===== config.mk =====
export PLATFORM = sky130hd
export DESIGN_NAME = wb_sequencer_flat
export DESIGN_NICKNAME = d
export VERILOG_FILES = /design/src/rtl/wb_sequencer_if.sv /design/src/rtl/wb_sequencer.sv /design/src/flat_wrapper.sv
export SDC_FILE = /design/constraint.sdc
export NUM_CORES = 1
export LEC_CHECK = 0
export BUFFER_PORTS_ARGS = -buffer_cell sky130_fd_sc_hd__buf_2
export CAP_MARGIN = 10
export CORE_ASPECT_RATIO = 2
export CORE_MARGIN = 2
export CORE_UTILIZATION = 36
export CTS_CLUSTER_DIAMETER = 200
export CTS_CLUSTER_SIZE = 30
export DETAILED_ROUTE_END_ITERATION = 12
export HOLD_SLACK_MARGIN = 0.1
export SLEW_MARGIN = 10
export SYNTH_ARGS = -nofsm -noshare
export SYNTH_HDL_FRONTEND = slang
export SYNTH_SLANG_ARGS = --single-unit

===== constraint.sdc =====
create_clock -name clk -period 6.44 [get_ports clk]
set_input_delay 0.322 -clock clk [delete_from_list [all_inputs] [get_ports clk]]
set_output_delay 0.322 -clock clk [all_outputs]
set_load 0.02 [all_outputs]

===== src/rtl/wb_sequencer_if.sv =====
// rtl/wb_sequencer_if.sv - write-back sequencer bus bundle (ALU, load, memory, write port, hazards)
interface wb_sequencer_if;
   logic        alu_valid;
   logic        alu_ready;
   logic [4:0]  alu_addr;
   logic [31:0] alu_data;
   logic [1:0]  alu_mode;
   logic        ld_start;
   logic        ld_ready;
   logic [4:0]  ld_addr;
   logic [1:0]  ld_mode;
   logic        mem_valid;
   logic [15:0] mem_data;
   logic        wr_en;
   logic        wr_en_upr;
   logic        wr_en_lwr;
   logic [4:0]  wr_addr;
   logic [15:0] wr_data1;
   logic [15:0] wr_data2;
   logic [31:0] pend_vec;

   modport master (
      output alu_valid, alu_addr, alu_data, alu_mode,
      output ld_start, ld_addr, ld_mode,
      output mem_valid, mem_data,
      input  alu_ready, ld_ready,
      input  wr_en, wr_en_upr, wr_en_lwr, wr_addr, wr_data1, wr_data2,
      input  pend_vec
   );

   modport slave (
      input  alu_valid, alu_addr, alu_data, alu_mode,
      input  ld_start, ld_addr, ld_mode,
      input  mem_valid, mem_data,
      output alu_ready, ld_ready,
      output wr_en, wr_en_upr, wr_en_lwr, wr_addr, wr_data1, wr_data2,
      output pend_vec
   );
endinterface


===== src/rtl/wb_sequencer.sv =====
// rtl/wb_sequencer.sv - merges queued ALU results and half-word loads onto the split-half register write port
module wb_sequencer #(
   parameter int QDEPTH = 2,
   parameter int XLEN   = 32
) (
   input logic           clk,
   input logic           rst,
   wb_sequencer_if.slave bus
);

   typedef enum logic [1:0] {
      IDLE  = 2'd0,
      LD_LO = 2'd1,
      LD_HI = 2'd2,
      LD_WR = 2'd3
   } state_t;

   // Strobe pattern for a write mode: {wr_en, upr, lwr}; mode 11 writes nothing
   function automatic logic [2:0] mode_strobes(input logic [1:0] mode);
      case (mode)
         2'b00:   mode_strobes = 3'b100;
         2'b01:   mode_strobes = 3'b110;
         2'b10:   mode_strobes = 3'b101;
         default: mode_strobes = 3'b000;
      endcase
   endfunction

   state_t            state_q, state_d;

   // Two-entry ALU result queue; 1-bit pointers wrap naturally at depth 2
   logic [4:0]        q_addr_q [QDEPTH];
   logic [4:0]        q_addr_d [QDEPTH];
   logic [XLEN-1:0]   q_data_q [QDEPTH];
   logic [XLEN-1:0]   q_data_d [QDEPTH];
   logic [1:0]        q_mode_q [QDEPTH];
   logic [1:0]        q_mode_d [QDEPTH];
   logic              rd_ptr_q, rd_ptr_d;
   logic              wr_ptr_q, wr_ptr_d;
   logic [1:0]        count_q, count_d;

   // Load context captured at issue and while beats arrive
   logic [4:0]        ld_addr_q, ld_addr_d;
   logic [1:0]        ld_mode_q, ld_mode_d;
   logic [15:0]       lo_q, lo_d;
   logic [15:0]       hi_q, hi_d;

   // Registered write port
   logic              wr_en_q, wr_en_d;
   logic              wr_upr_q, wr_upr_d;
   logic              wr_lwr_q, wr_lwr_d;
   logic [4:0]        wr_addr_q, wr_addr_d;
   logic [15:0]       wr_data1_q, wr_data1_d;
   logic [15:0]       wr_data2_q, wr_data2_d;

   logic              alu_ready_w;
   logic              ld_ready_w;
   logic              alu_fire;
   logic              ld_fire;
   logic              fall_through;
   logic              pop;
   logic              push;
   logic [15:0]       ld_hi_half;
   logic [31:0]       pend_w;

   logic [4:0]        sel_addr;
   logic [XLEN-1:0]   sel_data;
   logic [1:0]        sel_mode;
   logic [2:0]        strobes;

   assign alu_ready_w  = (count_q < 2'(QDEPTH));
   assign ld_ready_w   = (state_q == IDLE) && (count_q == 2'd0) && !wr_en_q;
   assign alu_fire     = bus.alu_valid && alu_ready_w;
   assign ld_fire      = bus.ld_start && ld_ready_w;
   // An accepted result bypasses the queue only when nothing is ahead of it
   assign fall_through = alu_fire && (count_q == 2'd0) && (state_q == IDLE);
   // Draining is held off during a load so later ALU results cannot overtake it
   assign pop          = (state_q == IDLE) && (count_q != 2'd0);
   assign push         = alu_fire && !fall_through;

   // High half of the load result depends on lw / lh / lhu
   always_comb begin
      case (ld_mode_q)
         2'b00:   ld_hi_half = hi_q;
         2'b01:   ld_hi_half = {16{lo_q[15]}};
         default: ld_hi_half = 16'h0000;
      endcase
   end

   // Next state for the queue, load FSM and the registered write port
   always_comb begin
      state_d    = state_q;
      q_addr_d   = q_addr_q;
      q_data_d   = q_data_q;
      q_mode_d   = q_mode_q;
      rd_ptr_d   = rd_ptr_q;
      wr_ptr_d   = wr_ptr_q;
      count_d    = count_q;
      ld_addr_d  = ld_addr_q;
      ld_mode_d  = ld_mode_q;
      lo_d       = lo_q;
      hi_d       = hi_q;
      wr_en_d    = 1'b0;
      wr_upr_d   = 1'b0;
      wr_lwr_d   = 1'b0;
      wr_addr_d  = 5'd0;
      wr_data1_d = 16'h0000;
      wr_data2_d = 16'h0000;
      sel_addr   = 5'd0;
      sel_data   = '0;
      sel_mode   = 2'b11;

      // Choose the single write source for this cycle; sources are mutually exclusive
      if (pop) begin
         sel_addr = q_addr_q[rd_ptr_q];
         sel_data = q_data_q[rd_ptr_q];
         sel_mode = q_mode_q[rd_ptr_q];
         rd_ptr_d = ~rd_ptr_q;
      end else if (fall_through) begin
         sel_addr = bus.alu_addr;
         sel_data = bus.alu_data;
         sel_mode = bus.alu_mode;
      end else if (state_q == LD_WR) begin
         sel_addr = ld_addr_q;
         sel_data = {ld_hi_half, lo_q};
         sel_mode = 2'b00;
      end

      strobes = mode_strobes(sel_mode);
      if (strobes[2]) begin
         wr_en_d    = 1'b1;
         wr_upr_d   = strobes[1];
         wr_lwr_d   = strobes[0];
         wr_addr_d  = sel_addr;
         wr_data1_d = sel_data[XLEN/2-1:0];
         wr_data2_d = sel_data[XLEN-1:XLEN/2];
      end

      if (push) begin
         q_addr_d[wr_ptr_q] = bus.alu_addr;
         q_data_d[wr_ptr_q] = bus.alu_data;
         q_mode_d[wr_ptr_q] = bus.alu_mode;
         wr_ptr_d           = ~wr_ptr_q;
      end
      count_d = count_q + {1'b0, push} - {1'b0, pop};

      case (state_q)
         IDLE: begin
            if (ld_fire) begin
               ld_addr_d = bus.ld_addr;
               ld_mode_d = bus.ld_mode;
               state_d   = LD_LO;
            end
         end
         LD_LO: begin
            if (bus.mem_valid) begin
               lo_d    = bus.mem_data;
               state_d = (ld_mode_q == 2'b00) ? LD_HI : LD_WR;
            end
         end
         LD_HI: begin
            if (bus.mem_valid) begin
               hi_d    = bus.mem_data;
               state_d = LD_WR;
            end
         end
         LD_WR:   state_d = IDLE;
         default: state_d = IDLE;
      endcase
   end

   // Pending map: live queue entries that write, the load in flight, and the current strobe
   always_comb begin
      pend_w = 32'd0;
      if (count_q != 2'd0 && q_mode_q[rd_ptr_q] != 2'b11)
         pend_w = pend_w | (32'd1 << q_addr_q[rd_ptr_q]);
      if (count_q == 2'd2 && q_mode_q[~rd_ptr_q] != 2'b11)
         pend_w = pend_w | (32'd1 << q_addr_q[~rd_ptr_q]);
      if (state_q != IDLE)
         pend_w = pend_w | (32'd1 << ld_addr_q);
      if (wr_en_q)
         pend_w = pend_w | (32'd1 << wr_addr_q);
   end

   // All state registers; reset wins over every other input
   always_ff @(posedge clk) begin
      if (rst) begin
         state_q    <= IDLE;
         q_addr_q   <= '{default: '0};
         q_data_q   <= '{default: '0};
         q_mode_q   <= '{default: '0};
         rd_ptr_q   <= 1'b0;
         wr_ptr_q   <= 1'b0;
         count_q    <= 2'd0;
         ld_addr_q  <= 5'd0;
         ld_mode_q  <= 2'b00;
         lo_q       <= 16'h0000;
         hi_q       <= 16'h0000;
         wr_en_q    <= 1'b0;
         wr_upr_q   <= 1'b0;
         wr_lwr_q   <= 1'b0;
         wr_addr_q  <= 5'd0;
         wr_data1_q <= 16'h0000;
         wr_data2_q <= 16'h0000;
      end else begin
         state_q    <= state_d;
         q_addr_q   <= q_addr_d;
         q_data_q   <= q_data_d;
         q_mode_q   <= q_mode_d;
         rd_ptr_q   <= rd_ptr_d;
         wr_ptr_q   <= wr_ptr_d;
         count_q    <= count_d;
         ld_addr_q  <= ld_addr_d;
         ld_mode_q  <= ld_mode_d;
         lo_q       <= lo_d;
         hi_q       <= hi_d;
         wr_en_q    <= wr_en_d;
         wr_upr_q   <= wr_upr_d;
         wr_lwr_q   <= wr_lwr_d;
         wr_addr_q  <= wr_addr_d;
         wr_data1_q <= wr_data1_d;
         wr_data2_q <= wr_data2_d;
      end
   end

   assign bus.alu_ready = alu_ready_w;
   assign bus.ld_ready  = ld_ready_w;
   assign bus.wr_en     = wr_en_q;
   assign bus.wr_en_upr = wr_upr_q;
   assign bus.wr_en_lwr = wr_lwr_q;
   assign bus.wr_addr   = wr_addr_q;
   assign bus.wr_data1  = wr_data1_q;
   assign bus.wr_data2  = wr_data2_q;
   assign bus.pend_vec  = pend_w;

endmodule


===== src/flat_wrapper.sv =====
// flat-port wrapper written by rule: the top's interface ports become plain ports
module wb_sequencer_flat 
#(
   parameter int QDEPTH = 2,
   parameter int XLEN   = 32
)
  (clk, rst, bus_alu_valid, bus_alu_addr, bus_alu_data, bus_alu_mode, bus_ld_start, bus_ld_addr, bus_ld_mode, bus_mem_valid, bus_mem_data, bus_alu_ready, bus_ld_ready, bus_wr_en, bus_wr_en_upr, bus_wr_en_lwr, bus_wr_addr, bus_wr_data1, bus_wr_data2, bus_pend_vec);
  wb_sequencer_if bus_i ();
  input logic clk;
  input logic rst;
  input wire logic [$bits(bus_i.alu_valid)-1:0] bus_alu_valid;
  input wire logic [$bits(bus_i.alu_addr)-1:0] bus_alu_addr;
  input wire logic [$bits(bus_i.alu_data)-1:0] bus_alu_data;
  input wire logic [$bits(bus_i.alu_mode)-1:0] bus_alu_mode;
  input wire logic [$bits(bus_i.ld_start)-1:0] bus_ld_start;
  input wire logic [$bits(bus_i.ld_addr)-1:0] bus_ld_addr;
  input wire logic [$bits(bus_i.ld_mode)-1:0] bus_ld_mode;
  input wire logic [$bits(bus_i.mem_valid)-1:0] bus_mem_valid;
  input wire logic [$bits(bus_i.mem_data)-1:0] bus_mem_data;
  output wire logic [$bits(bus_i.alu_ready)-1:0] bus_alu_ready;
  output wire logic [$bits(bus_i.ld_ready)-1:0] bus_ld_ready;
  output wire logic [$bits(bus_i.wr_en)-1:0] bus_wr_en;
  output wire logic [$bits(bus_i.wr_en_upr)-1:0] bus_wr_en_upr;
  output wire logic [$bits(bus_i.wr_en_lwr)-1:0] bus_wr_en_lwr;
  output wire logic [$bits(bus_i.wr_addr)-1:0] bus_wr_addr;
  output wire logic [$bits(bus_i.wr_data1)-1:0] bus_wr_data1;
  output wire logic [$bits(bus_i.wr_data2)-1:0] bus_wr_data2;
  output wire logic [$bits(bus_i.pend_vec)-1:0] bus_pend_vec;
  assign bus_i.alu_valid = bus_alu_valid;
  assign bus_i.alu_addr = bus_alu_addr;
  assign bus_i.alu_data = bus_alu_data;
  assign bus_i.alu_mode = bus_alu_mode;
  assign bus_i.ld_start = bus_ld_start;
  assign bus_i.ld_addr = bus_ld_addr;
  assign bus_i.ld_mode = bus_ld_mode;
  assign bus_i.mem_valid = bus_mem_valid;
  assign bus_i.mem_data = bus_mem_data;
  assign bus_alu_ready = bus_i.alu_ready;
  assign bus_ld_ready = bus_i.ld_ready;
  assign bus_wr_en = bus_i.wr_en;
  assign bus_wr_en_upr = bus_i.wr_en_upr;
  assign bus_wr_en_lwr = bus_i.wr_en_lwr;
  assign bus_wr_addr = bus_i.wr_addr;
  assign bus_wr_data1 = bus_i.wr_data1;
  assign bus_wr_data2 = bus_i.wr_data2;
  assign bus_pend_vec = bus_i.pend_vec;
  wb_sequencer #(.QDEPTH(QDEPTH), .XLEN(XLEN)) u_core (.clk(clk), .rst(rst), .bus(bus_i));
endmodule

== Word level (Yosys, flattened, before mapping) ==
Cells that the tools add are included.

* Register bits after elaboration: 163
* Output and inout port bits: 74
* Word-level logic and storage cells: 121

* $add $sub $neg: 2
* Order comparisons: 5
* Equality and inequality tests: 12
* Shift operators: 4
* Multiplexer cells: 45
* Bitwise gates (word level): 9
* Reduce and logical (&&, ||, !) cells: 24

{| class="wikitable"
|+ Operator list
! cell !! number
|-
| 32-bit two-way mux || 11
|-
| 1-bit by 5-bit << shifter with 32-bit output, first input constant || 4
|-
| 32-bit bitwise OR || 3
|-
| 64-bit bitwise mux || 1
|-
| 5-bit two-way mux || 10
|-
| 32-bit demux with 1-bit select || 1
|-
| 16-bit one-hot mux with 2 select lines || 1
|-
| 2-bit two-way mux || 13
|-
| 1-bit logical AND || 11
|-
| 10-bit bitwise mux || 1
|-
| 3-bit one-hot mux with 3 select lines || 1
|-
| 2-bit equality test, second input constant || 4
|-
| 2-bit logical NOT || 4
|-
| 2-bit inequality test, second input constant || 4
|-
| 2-bit one-hot mux with 4 select lines || 1
|-
| 2-bit by 1-bit equality test with 1-bit output, second input constant || 3
|-
| 2-bit >= comparator, second input constant || 3
|-
| 1-bit inverter with 2-bit output || 3
|-
| 2-bit AND reduction || 3
|-
| 5-bit demux with 1-bit select || 1
|-
| 4-bit bitwise mux || 1
|-
| 2-bit nonzero test || 2
|-
| 1-bit inverter || 3
|-
| 3-bit AND reduction || 1
|-
| 9 further kinds || 11
|}

== Depth between registers and ports, before layout ==
* Depth in word-level cells: 13
* Depth in mapped cells: 11
* Mapped depth without buffers: 10

== Worst setup path before layout ==
OpenSTA, ideal clock, no wires.

* Kind: register -> register
* Start point: register u_core.state_q[0]
* End point: register u_core.ld_addr_q[0]
* Library setup time: 128 ps
* Arrival time: 2182 ps
* Slack: 4130 ps
* Cell stages (with the launch flop): 7
* Buffers on the path: 0
* Cells stage by stage: dfxtp_1 -> inv_1 -> ha_1 -> nor4b_1 -> nand2_1 -> mux2i_1 -> nor2_1

* Word-level cells in the longest chain between the ends: 5

{| class="wikitable"
|+ Ends and longest elaborated chain
! what !! line !! source
|-
| start, declared || wb_sequencer.sv:28 || <nowiki>state_t state_q, state_d;</nowiki>
|-
| start signal, assigned || wb_sequencer.sv:205 || <nowiki>state_q <= state_d;</nowiki>
|-
| 2-bit logical NOT || wb_sequencer.sv:71 || <nowiki>assign ld_ready_w = (state_q == IDLE) && (count_q == 2'd0) && !wr_en_q;</nowiki>
|-
| 1-bit logical AND (2 in series) || wb_sequencer.sv:71 ||
|-
| named net bus_ld_ready || flat_wrapper.sv:21 || <nowiki>output wire logic [$bits(bus_i.ld_ready)-1:0] bus_ld_ready;</nowiki>
|-
| 1-bit logical AND || wb_sequencer.sv:73 || <nowiki>assign ld_fire = bus.ld_start && ld_ready_w;</nowiki>
|-
| 2-bit AND reduction (no line) || - ||
|-
| end signal, assigned || wb_sequencer.sv:212 || <nowiki>ld_addr_q <= ld_addr_d;</nowiki>
|-
| end, declared || wb_sequencer.sv:42 || <nowiki>logic [4:0] ld_addr_q, ld_addr_d;</nowiki>
|}

The timed path passes the listed nets, and every way through them passes these cells.
A chain may end at the register's enable or synchronous reset.

== Worst setup path after layout ==
* Start point: register u_core.rd_ptr_q
* End point: output port bus_pend_vec[30]

* Word-level cells in the longest chain between the ends: 13
* Elaborated cells between the ends (all ways): 28
* Those cells by class: eq/ne: 2; shift: 2; mux: 16; bitwise: 6; reduce/logical: 2

{| class="wikitable"
|+ Ends and longest elaborated chain
! what !! line !! source
|-
| start, declared || wb_sequencer.sv:37 || <nowiki>logic rd_ptr_q, rd_ptr_d;</nowiki>
|-
| start signal, assigned || wb_sequencer.sv:209 || <nowiki>rd_ptr_q <= rd_ptr_d;</nowiki>
|-
| 1-bit inverter with 2-bit output (not written as such) || wb_sequencer.sv:174, wb_sequencer.sv:175 ||
|-
| 2-bit two-way mux (not written as such) (3 in series) || wb_sequencer.sv:174 || <nowiki>if (count_q != 2'd0 && q_mode_q[rd_ptr_q] != 2'b11)</nowiki>
|-
| 2-bit inequality test || wb_sequencer.sv:174 ||
|-
| 1-bit logical AND || wb_sequencer.sv:174 ||
|-
| 32-bit two-way mux || wb_sequencer.sv:174 ||
|-
| 32-bit bitwise OR || wb_sequencer.sv:177 || <nowiki>pend_w = pend_w | (32'd1 << q_addr_q[~rd_ptr_q]);</nowiki>
|-
| 32-bit two-way mux (*) || wb_sequencer.sv:176 || <nowiki>if (count_q == 2'd2 && q_mode_q[~rd_ptr_q] != 2'b11)</nowiki>
|-
| 32-bit bitwise OR || wb_sequencer.sv:179 || <nowiki>pend_w = pend_w | (32'd1 << ld_addr_q);</nowiki>
|-
| 32-bit two-way mux (*) || wb_sequencer.sv:178 || <nowiki>if (state_q != IDLE)</nowiki>
|-
| 32-bit bitwise OR || wb_sequencer.sv:181 || <nowiki>pend_w = pend_w | (32'd1 << wr_addr_q);</nowiki>
|-
| 32-bit two-way mux (*) || wb_sequencer.sv:180 || <nowiki>if (wr_en_q)</nowiki>
|-
| end, declared || flat_wrapper.sv:28 || <nowiki>output wire logic [$bits(bus_i.pend_vec)-1:0] bus_pend_vec;</nowiki>
|}

Every way passes the cells marked *; elsewhere a longest branch is shown, timed or not. The select of a mux whose other input is x is not followed.

==> run summary <==
Hold buffers post-CTS - 0
WL/cell - 19.67 microns
Finish-stage setup viols - 0
CP max FO - 74
Number of global-route vias before repair - 7832
Fin crit share - 52.21%
H-tree levels - 4
Diode count - 0
Num CTS Buffers - 17
Clock transition at the registers of the reported paths - 0.07 ns
Post-Layout Cell Count - 1465
DRT Wirelength - 28.81 mm
Initial Utilization - 36.57%
Post-synthesis mux area share - 5.984%
Drt pass-1 iters - 5
Largest net degree at the start of global routing - 88
Asr flop ratio synth - 0%
CP arrival - 3.04 ns
First-pass GRT wire length - 43.91 mm
Mapped Cells - 1087
Fin. max-slew vios - 0
Placed cell count - 1433
Layout cells sized above 1 - 16.46%
Via count - 8213
Family with the most delay on the worst path - simple AND/OR/NAND/NOR gates
Worst Path Buf+Inv - 1
Post-CTS Setup Bufs - 0
Area grow syn2layout - 16.59%
Cells along the critical path - and3b_1 -> nor4_4 -> nand2b_1 -> o221ai_1 -> buf_2
Fmax - 297.4 MHz
Adder-Cell Fraction of Synth Area - 0.9066%
Die footprint - 24300 sq um
Clock Sinks - 163
Relative slew slack - 14.87%
Maxcap violations - 0
Initial antenna violation count - 0
CTS Root Cell - clkbuf_16
Fin crit period - 3.362 ns
Area contributors post-synth - dfxtp_1 39%, nand2_1 15%, a21oi_1 7.1%, mux2i_1 5.4%, nand3_1 4.0%
Remaining DRCs - 0
Area leader, netlist - dfxtp_1
Crit end category - primary output
Hold Fails Final Rpt - 0
Core footprint - 22640 sq um
Post-CTS resize count - 0
Setup TNS - 0 ns
Final Wtd Congestion - 1.074
CTS tree - done
Startpoint types - register
Critical path class - register to primary output
Largest family of logic cells by synthesized area - simple AND/OR/NAND/NOR gates
Yosys top cell area share - 39.41%
Die width - 111.2 microns
Xor/xnor cell area share of the yosys netlist - 0.4231%
Post-Synth Simple-Gate Area - 30.46%
CTS max path bufs - 2
Cell Pwr Density - 400.3 nW/um^2
Final antenna-violating net count - 0
Vert. Die Dim - 218.5 microns
Synthesized area - 8280 sq um
Critical Path Max Stage Delay - 1.05 ns
CP required - 6.12 ns
Post-synth top flop - dfxtp_1
RSZ-0062 raised after global routing - false
Synth Area per Inst - 7.618 sq um
Leakage - 0.003815 uW
Yosys Warn Count - 0
GR Overflow Total - 0
Clock Skews - 0.009296 ns
Nets - 1245
Io pins - 141
Post-synth EDFFs - 0
Initial DRC Count - 554
Hpwl dp - 20.35 mm
Rows - 78
Outcome - finished, final reports clean
Total GRT Usage - 23.25%
Post-synthesis sequential area ratio - 39.41%
Detailed-route vias per instance - 5.606
Synth Area in Compound Gates - 17.42%
Input/output buffers - 140
Clock insertion delay at the later pin of the skew report - 0.44 ns
Distinct cells, synth - 56
HP Class - input pin to register
Worst-margin pin slew - 1.274 ns
Synth Register Bits - 163
Crit path max-delay cell type - dfxtp_4
Mapped Nets - 1160
Maximum vdd drop - 225.8 uV
registers in the layout, indices dropped and copies added, names as in the netlist:
register,flops
u_core.bus.wr_data2,16
u_core.lo_q,16
u_core.bus.wr_en_lwr,1
u_core.ld_mode_q,2
u_core.state_q,2
u_core.wr_ptr_q,1
u_core.bus.wr_en_upr,1
u_core.ld_addr_q,5
u_core.bus.wr_data1,16
u_core.count_q,2
u_core.rd_ptr_q,1
u_core.q_addr_q,10
u_core.q_mode_q,4
u_core.q_data_q,64
u_core.bus.wr_addr,5
u_core.bus.wr_en,1
u_core.hi_q,16
cells in the final DEF (no fill, tap or decap), types with 4 or more instances in the layout:
cell type   count
o21ai_0         6
nand2b_1       15
buf_4          11
and3_1         41
and2_1          5
inv_1          13
o221ai_1       30
a22oi_1        17
clkbuf_16      18
nand3_1        66
mux2i_1        45
nor2b_1        31
nand2_1       320
clkinvlp_4      5
a21oi_1       117
nor2_1         27
buf_2         139
o211ai_1       21
dfxtp_1       162
a32oi_1        14
mux2_2          4
ha_1            6
a31oi_1         4
nor3_1         11
final timing paths:
path	from	cells past startpoint	slack (ns)	endpoint
worst max-delay path	u_core.rd_ptr_q	5	3.08	bus_pend_vec[30]
worst min-delay path	bus_ld_addr[0]	3	0.13	u_core.ld_addr_q[0]
worst max register to register	u_core.state_q[0]	7	3.66	u_core.q_addr_q[5]
worst min register to register	u_core.hi_q[4]	2	0.45	u_core.hi_q[4]
worst reg2reg max path, stage by stage (launching register included):
cell and delay [ns]:
dfxtp_1 0.37, inv_1 0.10, ha_1 0.44, nand2b_1 0.26
nand4b_1 0.72, buf_4 0.54, nand2_1 0.12, a21oi_1 0.07
power breakdown:
group | total (uW) | switching (uW) | internal [uW]
sequential | 1410 | 220 | 1190
clock | 1040 | 422 | 616
combinational | 1420 | 933 | 484
synth_stat cells, types with 13 or more instances:
library cell,n
and3_1,41
inv_1,13
nor2_1,27
nand2b_1,15
clkbuf_1,47
a22oi_1,17
a32oi_1,14
nand2_1,320
a21oi_1,117
buf_2,23
o221ai_1,30
mux2i_1,45
nor2b_1,31
dfxtp_1,163
nand3_1,66
o211ai_1,21
stage by stage:
stage	area [sq um]	setup WS, ns	utilization, %	total power (uW)	hold slack, ns
after floorplan	8280	4.130	-	2380	0.4318
after global placement	9045	3.566	39.95	2829	0.4397
after detailed placement	9045	3.545	39.95	2848	0.4437
after CTS	9654	3.074	42.64	3886	0.1126
after global routing	9654	2.872	42.64	4087	0.1164
final	9654	3.078	42.64	3865	0.1295
cell families after synthesis:
family	Yosys count
AND/OR/NAND/NOR	545
AO/OA/AOI/OAI	223
flip-flops	163
buffers and inverters	97
multiplexers	49
adder cells (fa/ha/maj)	6
XOR/XNOR	4
layout make-up:
cell class | instances | area [sq um]
clock inverters | 10 | 123.9
fillers | 2416 | 12990
multi-input cells | 827 | 4601
flip-flops and latches | 163 | 3267
clock buffers | 22 | 485.5
repair buffers | 150 | 778.2
well taps | 280 | 350.3
inverters | 13 | 48.80
routing by layer:
| layer | vias to the layer above | part of all wire (%) | GRT usage, % |
|---|---|---|---|
| met1 | 3894 | 36 | 23.73 |
| met3 | 83 | 3.8 | 4.215 |
| li1 | 3949 | - | - |
| met4 | 0 | 5.2 | 13.58 |
| met5 | - | 0 | 0 |
| met2 | 287 | 55 | 43.68 |
Note: power is estimated with default switching activity, not from simulation.
